## config.mk

```make
export PLATFORM = sky130hd
export DESIGN_NAME = apb_master_bridge_flat
export DESIGN_NICKNAME = d
export VERILOG_FILES = /design/src/rtl/apb_master_bridge_if.sv /design/src/rtl/apb_master_bridge.sv /design/src/flat_wrapper.sv
export SDC_FILE = /design/constraint.sdc
export NUM_CORES = 1
export LEC_CHECK = 0
export BUFFER_PORTS_ARGS = -buffer_cell sky130_fd_sc_hd__buf_2
export CAP_MARGIN = 30
export CORE_UTILIZATION = 40
export CTS_CLUSTER_DIAMETER = 80
export CTS_CLUSTER_SIZE = 10
export DETAILED_ROUTE_END_ITERATION = 12
export PLACE_DENSITY = 0.66
export SLEW_MARGIN = 5
export SYNTH_ARGS = -nofsm -noshare
export SYNTH_HDL_FRONTEND = slang
export SYNTH_SLANG_ARGS = --single-unit
```

## constraint.sdc

```tcl
create_clock -name clk -period 3.1 [get_ports clk]
set_input_delay 0.465 -clock clk [delete_from_list [all_inputs] [get_ports clk]]
set_output_delay 0.465 -clock clk [all_outputs]
set_load 0.01 [all_outputs]
```

## src/rtl/apb_master_bridge_if.sv

```systemverilog
// Processor-side request/response and APB3 bus signals of the peripheral bridge.
interface apb_master_bridge_if #(
  parameter int unsigned NSLV = 3
);
  // memory-stage side
  logic            proc_req;
  logic            proc_we;
  logic [31:0]     proc_addr;
  logic [31:0]     proc_wdata;
  logic [1:0]      proc_size;
  logic            proc_unsigned;
  logic [31:0]     proc_rdata;
  logic            proc_stall;
  logic            proc_err;
  // APB side
  logic [31:0]     PADDR;
  logic [NSLV-1:0] PSEL;
  logic            PENABLE;
  logic            PWRITE;
  logic [31:0]     PWDATA;
  logic [3:0]      PSTRB;
  logic [31:0]     PRDATA;
  logic            PREADY;
  logic            PSLVERR;

  // bridge view
  modport master (
    input  proc_req, proc_we, proc_addr, proc_wdata, proc_size, proc_unsigned,
    output proc_rdata, proc_stall, proc_err,
    output PADDR, PSEL, PENABLE, PWRITE, PWDATA, PSTRB,
    input  PRDATA, PREADY, PSLVERR
  );

  // pipeline + peripheral view
  modport slave (
    output proc_req, proc_we, proc_addr, proc_wdata, proc_size, proc_unsigned,
    input  proc_rdata, proc_stall, proc_err,
    input  PADDR, PSEL, PENABLE, PWRITE, PWDATA, PSTRB,
    output PRDATA, PREADY, PSLVERR
  );
endinterface

```

## src/rtl/apb_master_bridge.sv

```systemverilog
// Memory-stage peripheral load/store to APB3 master bridge with lane steering,
// load extension, slave decode, misalignment check and PREADY timeout.
module apb_master_bridge #(
  parameter int unsigned NSLV    = 3,
  parameter int unsigned TIMEOUT = 255
) (
  input  logic                clk,
  input  logic                rst,
  apb_master_bridge_if.master bus
);

  localparam int unsigned CW = 8;

  typedef enum logic [1:0] {
    S_IDLE   = 2'd0,
    S_SETUP  = 2'd1,
    S_ACCESS = 2'd2,
    S_DONE   = 2'd3
  } state_t;

  state_t          r_state,   w_state_nxt;
  logic [31:0]     r_addr,    w_addr_nxt;
  logic            r_we,      w_we_nxt;
  logic [1:0]      r_size,    w_size_nxt;
  logic            r_uns,     w_uns_nxt;
  logic [CW-1:0]   r_cnt,     w_cnt_nxt;
  logic [NSLV-1:0] r_psel,    w_psel_nxt;
  logic            r_penable, w_penable_nxt;
  logic [31:0]     r_pwdata,  w_pwdata_nxt;
  logic [3:0]      r_pstrb,   w_pstrb_nxt;
  logic [31:0]     r_rdata,   w_rdata_nxt;
  logic            r_err,     w_err_nxt;

  logic            w_misaligned;
  logic            w_bad_idx;
  logic [CW-1:0]   w_cnt_inc;

  // Replicate store data across all byte lanes it may land on.
  function automatic logic [31:0] f_steer(input logic [31:0] d, input logic [1:0] sz);
    case (sz)
      2'b00:   f_steer = {4{d[7:0]}};
      2'b01:   f_steer = {2{d[15:0]}};
      default: f_steer = d;
    endcase
  endfunction

  // Byte strobes for the addressed lanes.
  function automatic logic [3:0] f_strb(input logic [1:0] sz, input logic [1:0] a);
    case (sz)
      2'b00:   f_strb = 4'b0001 << a;
      2'b01:   f_strb = 4'b0011 << a;
      default: f_strb = 4'b1111;
    endcase
  endfunction

  // Pick the addressed lane of read data and sign/zero-extend it.
  function automatic logic [31:0] f_extract(input logic [31:0] d, input logic [1:0] sz,
                                            input logic [1:0] a, input logic uns);
    logic [7:0]  b;
    logic [15:0] h;
    b = d[{a, 3'b000} +: 8];
    h = d[{a[1], 4'b0000} +: 16];
    case (sz)
      2'b00:   f_extract = uns ? {24'd0, b} : {{24{b[7]}}, b};
      2'b01:   f_extract = uns ? {16'd0, h} : {{16{h[15]}}, h};
      default: f_extract = d;
    endcase
  endfunction

  // Request legality is judged on the live inputs while still in IDLE.
  assign w_misaligned = ((bus.proc_size == 2'b01) && bus.proc_addr[0]) ||
                        (bus.proc_size[1] && (bus.proc_addr[1:0] != 2'b00));
  assign w_bad_idx    = (32'(bus.proc_addr[13:12]) >= NSLV);
  assign w_cnt_inc    = r_cnt + CW'(1);

  // Next-state and next-output logic.
  always_comb begin
    w_state_nxt   = r_state;
    w_addr_nxt    = r_addr;
    w_we_nxt      = r_we;
    w_size_nxt    = r_size;
    w_uns_nxt     = r_uns;
    w_cnt_nxt     = r_cnt;
    w_psel_nxt    = '0;
    w_penable_nxt = 1'b0;
    w_pwdata_nxt  = r_pwdata;
    w_pstrb_nxt   = r_pstrb;
    w_rdata_nxt   = r_rdata;
    w_err_nxt     = 1'b0;

    case (r_state)
      S_IDLE: begin
        if (bus.proc_req) begin
          w_addr_nxt   = bus.proc_addr;
          w_we_nxt     = bus.proc_we;
          w_size_nxt   = bus.proc_size;
          w_uns_nxt    = bus.proc_unsigned;
          w_cnt_nxt    = '0;
          w_pwdata_nxt = f_steer(bus.proc_wdata, bus.proc_size);
          w_pstrb_nxt  = bus.proc_we ? f_strb(bus.proc_size, bus.proc_addr[1:0]) : 4'b0000;
          if (w_misaligned || w_bad_idx) begin
            w_state_nxt = S_DONE;
            w_err_nxt   = 1'b1;
            w_rdata_nxt = '0;
          end else begin
            w_state_nxt = S_SETUP;
            w_psel_nxt  = NSLV'(1) << bus.proc_addr[13:12];
          end
        end
      end
      S_SETUP: begin
        w_state_nxt   = S_ACCESS;
        w_psel_nxt    = r_psel;
        w_penable_nxt = 1'b1;
      end
      S_ACCESS: begin
        w_cnt_nxt = w_cnt_inc;
        if (bus.PREADY) begin
          w_state_nxt = S_DONE;
          w_err_nxt   = bus.PSLVERR;
          w_rdata_nxt = (bus.PSLVERR || r_we) ? 32'd0
                                              : f_extract(bus.PRDATA, r_size, r_addr[1:0], r_uns);
        end else if (w_cnt_inc == CW'(TIMEOUT)) begin
          w_state_nxt = S_DONE;
          w_err_nxt   = 1'b1;
          w_rdata_nxt = '0;
        end else begin
          w_psel_nxt    = r_psel;
          w_penable_nxt = 1'b1;
        end
      end
      S_DONE: begin
        w_state_nxt = S_IDLE;
      end
      default: begin
        w_state_nxt = S_IDLE;
      end
    endcase
  end

  // State and registered outputs; reset drops the bus immediately.
  always_ff @(posedge clk or negedge rst) begin
    if (!rst) begin
      r_state   <= S_IDLE;
      r_addr    <= '0;
      r_we      <= 1'b0;
      r_size    <= '0;
      r_uns     <= 1'b0;
      r_cnt     <= '0;
      r_psel    <= '0;
      r_penable <= 1'b0;
      r_pwdata  <= '0;
      r_pstrb   <= '0;
      r_rdata   <= '0;
      r_err     <= 1'b0;
    end else begin
      r_state   <= w_state_nxt;
      r_addr    <= w_addr_nxt;
      r_we      <= w_we_nxt;
      r_size    <= w_size_nxt;
      r_uns     <= w_uns_nxt;
      r_cnt     <= w_cnt_nxt;
      r_psel    <= w_psel_nxt;
      r_penable <= w_penable_nxt;
      r_pwdata  <= w_pwdata_nxt;
      r_pstrb   <= w_pstrb_nxt;
      r_rdata   <= w_rdata_nxt;
      r_err     <= w_err_nxt;
    end
  end

  // Stall covers the accepting IDLE cycle and the whole bus transfer.
  assign bus.proc_stall = ((r_state == S_IDLE) && bus.proc_req) ||
                          (r_state == S_SETUP) || (r_state == S_ACCESS);

  assign bus.proc_rdata = r_rdata;
  assign bus.proc_err   = r_err;
  assign bus.PADDR      = r_addr;
  assign bus.PWRITE     = r_we;
  assign bus.PSEL       = r_psel;
  assign bus.PENABLE    = r_penable;
  assign bus.PWDATA     = r_pwdata;
  assign bus.PSTRB      = r_pstrb;

endmodule

```

## src/flat_wrapper.sv

```systemverilog
// flat-port wrapper written by rule: the top's interface ports become plain ports
module apb_master_bridge_flat 
#(
  parameter int unsigned NSLV    = 3,
  parameter int unsigned TIMEOUT = 255
)
  (clk, rst, bus_proc_req, bus_proc_we, bus_proc_addr, bus_proc_wdata, bus_proc_size, bus_proc_unsigned, bus_proc_rdata, bus_proc_stall, bus_proc_err, bus_PADDR, bus_PSEL, bus_PENABLE, bus_PWRITE, bus_PWDATA, bus_PSTRB, bus_PRDATA, bus_PREADY, bus_PSLVERR);
  apb_master_bridge_if #(.NSLV(NSLV)) bus_i ();
  input  logic clk;
  input  logic rst;
  input wire logic [$bits(bus_i.proc_req)-1:0] bus_proc_req;
  input wire logic [$bits(bus_i.proc_we)-1:0] bus_proc_we;
  input wire logic [$bits(bus_i.proc_addr)-1:0] bus_proc_addr;
  input wire logic [$bits(bus_i.proc_wdata)-1:0] bus_proc_wdata;
  input wire logic [$bits(bus_i.proc_size)-1:0] bus_proc_size;
  input wire logic [$bits(bus_i.proc_unsigned)-1:0] bus_proc_unsigned;
  output wire logic [$bits(bus_i.proc_rdata)-1:0] bus_proc_rdata;
  output wire logic [$bits(bus_i.proc_stall)-1:0] bus_proc_stall;
  output wire logic [$bits(bus_i.proc_err)-1:0] bus_proc_err;
  output wire logic [$bits(bus_i.PADDR)-1:0] bus_PADDR;
  output wire logic [$bits(bus_i.PSEL)-1:0] bus_PSEL;
  output wire logic [$bits(bus_i.PENABLE)-1:0] bus_PENABLE;
  output wire logic [$bits(bus_i.PWRITE)-1:0] bus_PWRITE;
  output wire logic [$bits(bus_i.PWDATA)-1:0] bus_PWDATA;
  output wire logic [$bits(bus_i.PSTRB)-1:0] bus_PSTRB;
  input wire logic [$bits(bus_i.PRDATA)-1:0] bus_PRDATA;
  input wire logic [$bits(bus_i.PREADY)-1:0] bus_PREADY;
  input wire logic [$bits(bus_i.PSLVERR)-1:0] bus_PSLVERR;
  assign bus_i.proc_req = bus_proc_req;
  assign bus_i.proc_we = bus_proc_we;
  assign bus_i.proc_addr = bus_proc_addr;
  assign bus_i.proc_wdata = bus_proc_wdata;
  assign bus_i.proc_size = bus_proc_size;
  assign bus_i.proc_unsigned = bus_proc_unsigned;
  assign bus_proc_rdata = bus_i.proc_rdata;
  assign bus_proc_stall = bus_i.proc_stall;
  assign bus_proc_err = bus_i.proc_err;
  assign bus_PADDR = bus_i.PADDR;
  assign bus_PSEL = bus_i.PSEL;
  assign bus_PENABLE = bus_i.PENABLE;
  assign bus_PWRITE = bus_i.PWRITE;
  assign bus_PWDATA = bus_i.PWDATA;
  assign bus_PSTRB = bus_i.PSTRB;
  assign bus_i.PRDATA = bus_PRDATA;
  assign bus_i.PREADY = bus_PREADY;
  assign bus_i.PSLVERR = bus_PSLVERR;
  apb_master_bridge #(.NSLV(NSLV), .TIMEOUT(TIMEOUT)) u_core (.clk(clk), .rst(rst), .bus(bus_i));
endmodule
```

# Yosys cells after proc, flatten, opt, wreduce, memory -nomap -nowiden
# Index checks and enable logic that the tools add are counted.
# word_totals
register_bits	119
input_bits	105
wordCells	79
# op_classes
add_sub_neg	1
mux	32
n_lt_le_gt_ge	1
reduce_logical	18
shift	5
n_bitwise	1
n_eq_ne	9
# op_table
cell	n
$mux 32	7
$pmux 32 s2	3
$shiftx 32x6->16	1
$shiftx 32x6->8	1
$pmux 8 s2	1
$mux 3	4
$pmux 3 s3	1
$add 8x1->8 const B	1
$eq 8x8->1 const B	1
$mux 2	4
$mux 8	1
$pmux 2 s4	1
$pmux 4 s2	1
$reduce_and 2->1	4
$eq 2x1->1 const B	3
$logic_not 2->1	3
$mux 1	6
$logic_or 1x1->1	5
$eq 2x2->1 const B	2
$mux 4	1
$pmux 1 s2	2
$reduce_and 4->1	1
$reduce_bool 2->1	2
$shl 1x2->4 const A	1
other kinds (8)	10

# Logic depth before layout (Yosys ltp)
# Gate-level depths: netlist of run 1.
# depth
ltp_word	7
depth_mapped	9

# Least setup slack after synthesis of run 1
# OpenSTA, ideal clock, no wires.
# synth_timing
path_kind	reg2reg
startpoint	reg u_core.r_state[0]
endpoint	reg u_core.r_rdata[7] (netlist: u_core.bus.proc_rdata[7])
arrival_time_ps	1974
t_required_ps	3023
period_less_slack_ps	2051
path_buffers	2
path_slack_ps	1049
setup_ps	77
stages_incl_launch_ff	10
path_cell_list	dfrtp_1 -> inv_1 -> ha_1 -> inv_2 -> or4b_1 -> buf_2 -> a21oi_2 -> buf_2 -> a21oi_1 -> a21oi_1
# synth_between
elab_chain_cells	3
elab_cells_between_ends	8
cone_classes	4 x eq/ne; 1 x mux; 3 x reduce/logical
# synth_lines
element	line	source
from (decl)	apb_master_bridge.sv:21	state_t r_state, w_state_nxt;
from (signal assigned)	apb_master_bridge.sv:157	r_state <= w_state_nxt;
$eq 2x2->1 / $logic_not 2->1 (equally long branches)	apb_master_bridge.sv:91	case (r_state)
$ne 3x2->1 (no source line), or another cell as far along	n/a	
$reduce_and 4->1 (no source line)	n/a	
to (signal assigned)	apb_master_bridge.sv:167	r_rdata <= w_rdata_nxt;
to (decl)	apb_master_bridge.sv:31	logic [31:0] r_rdata, w_rdata_nxt;
# Parallel ways exist; a longest one is shown, timed or not.
# A chain may end at the register's enable or synchronous reset.

# Worst setup path in the final report of run 1
# layout_timing
startpoint	reg u_core.r_state[0]
endpoint	reg u_core.r_rdata[10] (netlist: u_core.bus.proc_rdata[10])
# Same word-level chain as after synthesis.

==> results of run 1 <==
[power by group through the flow]
stage	clock network [uW]	logic (uW)	registers, uW
6_report	2120	3480	2640
5_1_grt	2240	3900	2720
4_1_cts	2170	3510	2640
3_5_place_dp	0	3500	2650
3_3_place_gp	0	3430	2630
2_1_floorplan	0	2010	2840
[critical path, delay by kind of cell (launching register included)]
kind	cells	cell delay, ns
buffers and inverters	2	0.19
and+or+nand+nor	2	0.79
DFF	1	0.40
AOI/OAI and AO/OA	2	0.73
adders and majority gates	1	0.18
[per-layer routing]
metal | global-route usage (%) | up-vias
met2 | 36.06 | 173
met3 | 6.845 | 30
met4 | 9.066 | 0
li1 | - | 2914
met5 | 0 | -
met1 | 28.60 | 2734
[metrics by stage]
stage          instance area [sq um]  total power [uW]  worst slack [ns]  cells  hold WS (ns)
3_3_place_gp                    7599              6066            0.7263   1119        0.4527
5_1_grt                         8250              8856            0.5128   1153       0.09030
3_5_place_dp                    7610              6146            0.7207   1120        0.4568
6_report                        8250              8243            0.7367   1153       0.03923
4_1_cts                         8248              8319            0.7270   1152       0.06532
2_1_floorplan                   6332              4851             1.049    730        0.1694
[worst paths after layout]
kind | start | endpoint | slack, ns | cells past startpoint
max in group asynchronous | rst | u_core.r_cnt[1] | 2.27 | 2
min | rst | u_core.bus.proc_rdata[17] | 0.04 | 1
min in group clk | bus_proc_addr[9] | u_core.bus.PADDR[9] | 0.23 | 3
max | u_core.r_state[0] | u_core.bus.proc_rdata[10] | 0.74 | 7
min reg2reg | u_core.bus.PWDATA[0] | u_core.bus.PWDATA[0] | 0.47 | 2
max reg2reg | u_core.r_state[0] | u_core.bus.proc_rdata[10] | 0.74 | 7
[cells by family after synthesis]
kind of cell               count (synthesis)
AOI/OAI and AO/OA                        196
xor gates and xnor gates                   2
adders and majority gates                  5
buffers and inverters                     79
DFF                                      119
muxes                                     48
and+or+nand+nor                          281
[layout by cell type (no fill, tap or decap), drive strengths merged, types with 7 or more instances in the layout]
cell type,instances
a2111oi,8
a211oi,7
a21oi,66
a221oi,9
a31oi,16
buf,231
clkbuf,18
clkinv,7
dfrtp,119
inv,29
mux2i,42
nand2,173
nand2b,25
nor2,46
nor2b,12
o21ai,60
o22a,8
[Yosys cell counts, types with 4 or more instances]
| library cell | count |
|---|---|
| buf_2 | 14 |
| o22a_1 | 7 |
| nor2_1 | 46 |
| a221oi_1 | 9 |
| a2111oi_1 | 8 |
| a21oi_1 | 65 |
| clkbuf_1 | 28 |
| dfrtp_1 | 119 |
| nand2_1 | 173 |
| a211oi_1 | 7 |
| mux2i_1 | 42 |
| nand2b_1 | 25 |
| a31oi_1 | 16 |
| inv_1 | 26 |
| nor2b_1 | 12 |
| o21ai_0 | 56 |
| buf_1 | 8 |
| nand4_1 | 6 |
| ha_1 | 5 |
| o211ai_1 | 4 |
[layout make-up]
cell class / count / area, sq um
fillers: 1472 / 7064
multi-input cells: 532 / 3042
flip-flops and latches: 119 / 2978
repair buffers: 231 / 1225
clock buffers: 18 / 439.2
well taps: 211 / 264.0
clock inverters: 14 / 198.9
inverters: 27 / 101.3
diodes: 1 / 2.502
[sequential cells by signal, summed over array words and instances (netlist names), 2 cells and up]
signal	count
u_core.bus.PSTRB	4
u_core.r_state	2
u_core.bus.PWDATA	32
u_core.bus.proc_rdata	32
u_core.r_cnt	8
u_core.bus.PADDR	32
u_core.bus.PSEL	3
u_core.r_size	2
==> summary.md, run 1 <==
| Metric | Value |
|---|---|
| Status | completed |
| Clock tree buffer depth | 2 |
| Sink Count | 119 |
| Die H | 127.8 um |
| Cells after Synth | 730 |
| CTS Hold Bufs | 0 |
| Ys Warns | 0 |
| Complex-gate fraction of the synthesized area | 19.21% |
| GRT Total Usage | a little under a quarter |
| Core Util, Final | around 54% |
| H-tree depth | 4 |
| Post-Syn Area | 6332 sq um |
| Wire length on met3 | approximately 1.1 mm |
| Asr flop ratio synth | 100.0% |
| Number of synthesized flops with an enable pin | 0 |
| Worst Max-Slew Pin Slew | around 0.74 ns |
| Crit path launch type | flip-flop |
| Fraction of layout cells with a size suffix above 1 | around 30% |
| Net Sw Power | 3298 uW |
| Via count | 5851 |
| Rows | 45 |
| Post-synthesis adder-cell area fraction | 0.9879% |
| Clock Latency Late Sink | 0.43 ns |
| Uppermost layer routed | met4 |
| Post-Route M1 WL | 7.860 mm |
| Vias in the first global route | 5703 |
| Die ar. | 16340 sq um |
| Setup_tns | 0 ns |
| Syn_area_per_cell | between 8 and 9 sq um |
| Pin count of the biggest net entering global routing | 55 |
| CP max stage delay | about 0.70 ns |
| Slowest cell on the critical path | or4b_1 |
| Yosys top cell area share | roughly 47% |
| XOR/XNOR Fraction of Synth Area | 0.2766% |
| Post-Route Skew | roughly 0.013 ns |
| DR pass1 iterations | 5 |
| CP arrival | 2.71 ns |
| Initial DRC count | 335 |
| DRC Markers | 0 |
| GRT Residual Overflow | 0 |
| Routed Antenna Nets | 0 |
| Crit. End Element | flip-flop |
| Sequential element share of the synthesized area | between 40% and 50% |
| Clk pwr share | 25.8% |
| Nets | 1038 |
| CP Cell Sequence | inv_1 > ha_1 > inv_2 > or4b_1 > a2111oi_1 > nor2_1 > a21oi_1 |
| P_leak | 0.004185 uW |
| Initial antenna violation count | 1 |
| Minimum clock period | 2.363 ns |
| Yosys top cell by area | dfrtp_1 |
| Post-synthesis mux area share | 8.002% |
| Post-synthesis simple-gate area fraction | 19.42% |
| Fmax | 423.1 MHz |
| Cell variety after synth | 55 |
| Largest family of logic cells by synthesized area | simple AND/OR/NAND/NOR gates |
| Count of final setup violators | 0 |
| First-pass GRT wire length | 28.79 mm |
| IO buf count | between 200 and 250 |
| Most used DFF post-synth | dfrtp_1 |
| Max_cap viols | 0 |
| Initial Util | 41.35% |
| Fin crit share | between 70% and 80% |
| Worst Hold Class | primary input to async pin |
| Setup Fix Bufs, Post-CTS | 0 |
| Core area | 15310 sq um |
| Routed met2 length | around 8.5 mm |
| Routed Wire Length | 17.86 mm |
| GPL Wtd Cong | 0.8201 |
| Max VDD drop | 0.0004771 V |
| Crit path required time | 3.45 ns |
| P per Cell Area | roughly 1000 nW/um^2 |
| I/O Pins | 212 |
| Clock slew at reported path FFs | 0.06 ns |
| Detailed Place HPWL | 12.75 mm |
| Ranking of synthesized cells by area | dfrtp_1, nand2_1, mux2i_1 |
| CP Max Fanout | 11 |
| Wire length per cell | 15.49 um |
| Sw Share | about 40% |
| Clk root buf | clkbuf_16 |
| Fraction of power consumed by sequential logic | about a third |
| Final Max Tran Viols | 0 |
| CTS buffer count | 17 |
| Slew headroom | 50.40% |
| Gate power share | between 40% and 50% |
| Syn Nets | 840 |
| Critical path class | flip-flop to flip-flop |
| Via-to-Cell Ratio | ~5.1 |
| Internal power | 4945 uW |
| Area grow syn2layout | 30.29% |
| CTS tree | built |
| Die Wd | 127.8 um |
| Final Hold Fails | 0 |
| Unrepaired setup endpoints after global routing | false |
| CTS resizes | 0 |
| Yosys reg bits | 119 |
Power figures use the tool's default switching activity.
==> inputs of run 2 (changes only) <==
clock period = 2.3 ns   (was 3.1 ns; I/O delays follow)
==> run 2 against run 1 <==
  * Count of clock-buffer cells in the layout down 1
  * Sequential power is 35% higher
  * Setup slack got worse by 0.57 ns
==> summary.md, run 2 (synthesized netlist as in run 1, its figures left out) <==
| Metric | Value |
|---|---|
| Status | completed |
| Crit path depth | 5 (-2) |
| First-pass GRT wire length | 29.28 mm (+1.7%) |
| Fraction of power consumed by sequential logic | 32.7% (+0.7 points) |
| Final Hold Fails | 0 (unchanged) |
| Fin crit share | 92.70% (+16 points) |
| GRT Total Usage | 22.94% (+0.36 points) |
| Sink Count | 119 (unchanged) |
| Fraction of layout cells with a size suffix above 1 | 31.16% (+1.5 points) |
| Area grow syn2layout | 31.32% |
| DR pass1 iterations | 5 (unchanged) |
| Initial Util | 41.35% (unchanged) |
| IO buf count | 211 (unchanged) |
| I/O Pins | 212 (unchanged) |
| Sw Share | 41.94% (+1.9 points) |
| Max VDD drop | 0.0006760 V (+42%) |
| Routed Antenna Nets | 0 (unchanged) |
| H-tree depth | 4 (unchanged) |
| CTS tree | built |
| Vias in the first global route | 5769 (+1.2%) |
| Die H | 127.8 um (unchanged) |
| Clock Latency Late Sink | 0.42 ns (about the same) |
| Clk root buf | clkbuf_16 |
| Unrepaired setup endpoints after global routing | false |
| Crit path launch type | flip-flop |
| Pre-CTS WS | 0.08136 ns (-0.6393 ns) |
| Commonest non-fill, non-tap cell in the layout | buf_2 |
| CP arrival | 2.43 ns (-0.28 ns) |
| Setup Fix Bufs, Post-CTS | 0 (unchanged) |
| Core Util, Final | 54.30% (+0.42 points) |
| Crit. End Element | flip-flop |
| Gr busiest metal | met2 |
| Clk pwr share | 22.6% (-3.2 points) |
| GRT Residual Overflow | 0 (unchanged) |
| CP Cell Sequence | nand3_4 > or4_1 > a32o_2 > o22a_4 > mux2_4 |
| Crit path required time | 2.60 ns (-0.85 ns) |
| Net Sw Power | 4577 uW (+39%) |
| Clock tree buffer depth | 2 (unchanged) |
| Initial DRC count | 374 (+12%) |
| P_leak | 0.004216 uW (+0.73%) |
| Fmax | 469.0 MHz (+11%) |
| R2R cell count | 5 (-2) |
| Gate power share | 44.7% (+2.4 points) |
| Setup_tns | 0 ns (unchanged) |
| CTS buffer count | 17 (unchanged) |
| Final Max Tran Viols | 0 (unchanged) |
| Clock slew at reported path FFs | 0.06 ns (about the same) |
| Routed Wire Length | 18.26 mm (+2.3%) |
| Critical path class | flip-flop to flip-flop |
| GR met2 Demand/Resource | 38.24% (+2.2 points) |
| Crit path capture | u_core.bus.PSEL[0] |
| CP Buf/Inv Count | 0 (-2) |
| Met1 usage | 29.10% (+0.50 points) |
| GPL Wtd Cong | 0.8073 (-1.6%) |
| Met3 GRT Util | 6.093% (-0.75 points) |
| Nets | 1050 (+1.2%) |
| Worst Hold Class | primary input to flip-flop |
| Internal power | 6337 uW (+28%) |
| Crit-path leading delay family | simple AND/OR/NAND/NOR gates |
| Slew headroom | 48.46% (-1.9 points) |
| Rows | 45 (unchanged) |
| Slowest cell on the critical path | dfrtp_1 |
| RR Startpoint | u_core.r_cnt[4] |
| Wire length per cell | 15.69 um (+1.3%) |
| Die Wd | 127.8 um (unchanged) |
| CP Max Fanout | 9 (-2) |
| Worst R2R End | u_core.bus.PSEL[0] |
| Slack of the worst reg-to-reg path | 0.17 ns (-0.57 ns) |
| Max_cap viols | 0 (unchanged) |
| Minimum clock period | 2.132 ns (-0.2312 ns) |
| Detailed Place HPWL | 13.08 mm (+2.6%) |
| Core area | 15310 sq um (unchanged) |
| Ant diodes | 0 (-1) |
| Pin count of the biggest net entering global routing | 54 (-1.8%) |
| P per Cell Area | 1313 nW/um^2 (+31%) |
| CP Launch Point | u_core.r_cnt[4] |
| Initial antenna violation count | 0 (-1) |
| Worst Max-Slew Pin Slew | 0.7714 ns (+0.03310 ns) |
| CP max stage delay | 0.55 ns (-0.15 ns) |
| Final WS setup | 0.1679 ns (-0.5688 ns) |
| Die ar. | 16340 sq um (unchanged) |
| DRC Markers | 0 (unchanged) |
| Post-Route Skew | 0.008243 ns (-0.004834 ns) |
| Most frequent cells in the layout | buf_2, nand2_1, dfrtp_1, a21oi_1, o21ai_0 |
| Count of final setup violators | 0 (unchanged) |
| Via-to-Cell Ratio | 5.132 (+1.1%) |
| Via count | 5974 (+2.1%) |
[run 2: cell count changes in the layout (fill, tap and decap cells not counted), sizes merged]
cell         delta
clkbuf          -1
diode           -1
dlygate4sd3     +1
buf            +11
inv             +4
clkinv          -1
bufinv          -4
clkinvlp        +2
[run 2: worst min path at each step]
stage,startpoint,end,slack (ns),depth (start not counted)
3_3_place_gp,rst,u_core.bus.proc_rdata[19],0.23,1
3_5_place_dp,rst,u_core.bus.proc_rdata[19],0.23,1
5_1_grt,bus_proc_addr[8],u_core.bus.PADDR[8],0.11,3
4_1_cts,bus_proc_addr[10],u_core.bus.PADDR[10],0.10,3
6_report,bus_proc_addr[10],u_core.bus.PADDR[10],0.11,3
2_1_floorplan,rst,u_core.bus.PADDR[0],0.05,0
[run 2: what timing repair did]
item / CTS / global route
resized for setup: 0 / 7
setup endpoints to repair: 0 / 34
hold buffers: 1 / 0
hold endpoints to repair: 11 / 0
[run 2: routing by layer]
metal | up-vias | part of all wire [%]
li1 | 2938 | -
met1 | 2826 | 44
met2 | 195 | 48
met3 | 15 | 6.1
met4 | 0 | 1.1
met5 | - | 0
[run 2: through the flow]
stage	instances	cell area (sq um)	total power, uW	hold WS, ns
floorplan	730	6332	6538	0.04941
global placement	1130	7719	8346	0.2301
detailed placement	1131	7730	8454	0.2313
CTS	1164	8285	10970	0.1016
global route	1164	8315	11730	0.1087
finish	1164	8315	10910	0.1139
[run 2: layout make-up]
class	count	area [sq um]
Timing Repair Buffer	243	1355
Clock inverter	15	120.1
Tap cell	211	264.0
Clock buffer	17	425.4
Fill cell	1510	6999
Sequential cell	119	2979
Multi-Input combinational cell	532	3070
Inverter	27	101.3
[run 2: power by group through the flow]
stage	clock, uW	combinational, uW	sequential (uW)
6_report	2460	4880	3570
5_1_grt	2630	5410	3690
4_1_cts	2530	4880	3560
3_5_place_dp	0	4890	3560
3_3_place_gp	0	4790	3560
2_1_floorplan	0	2710	3830
[run 2: worst reg2reg max path, stage by stage (launching register included)]
cell	delay, ns
dfrtp_1	0.55
nand3_4	0.14
or4_1	0.48
a32o_2	0.31
o22a_4	0.23
mux2_4	0.30
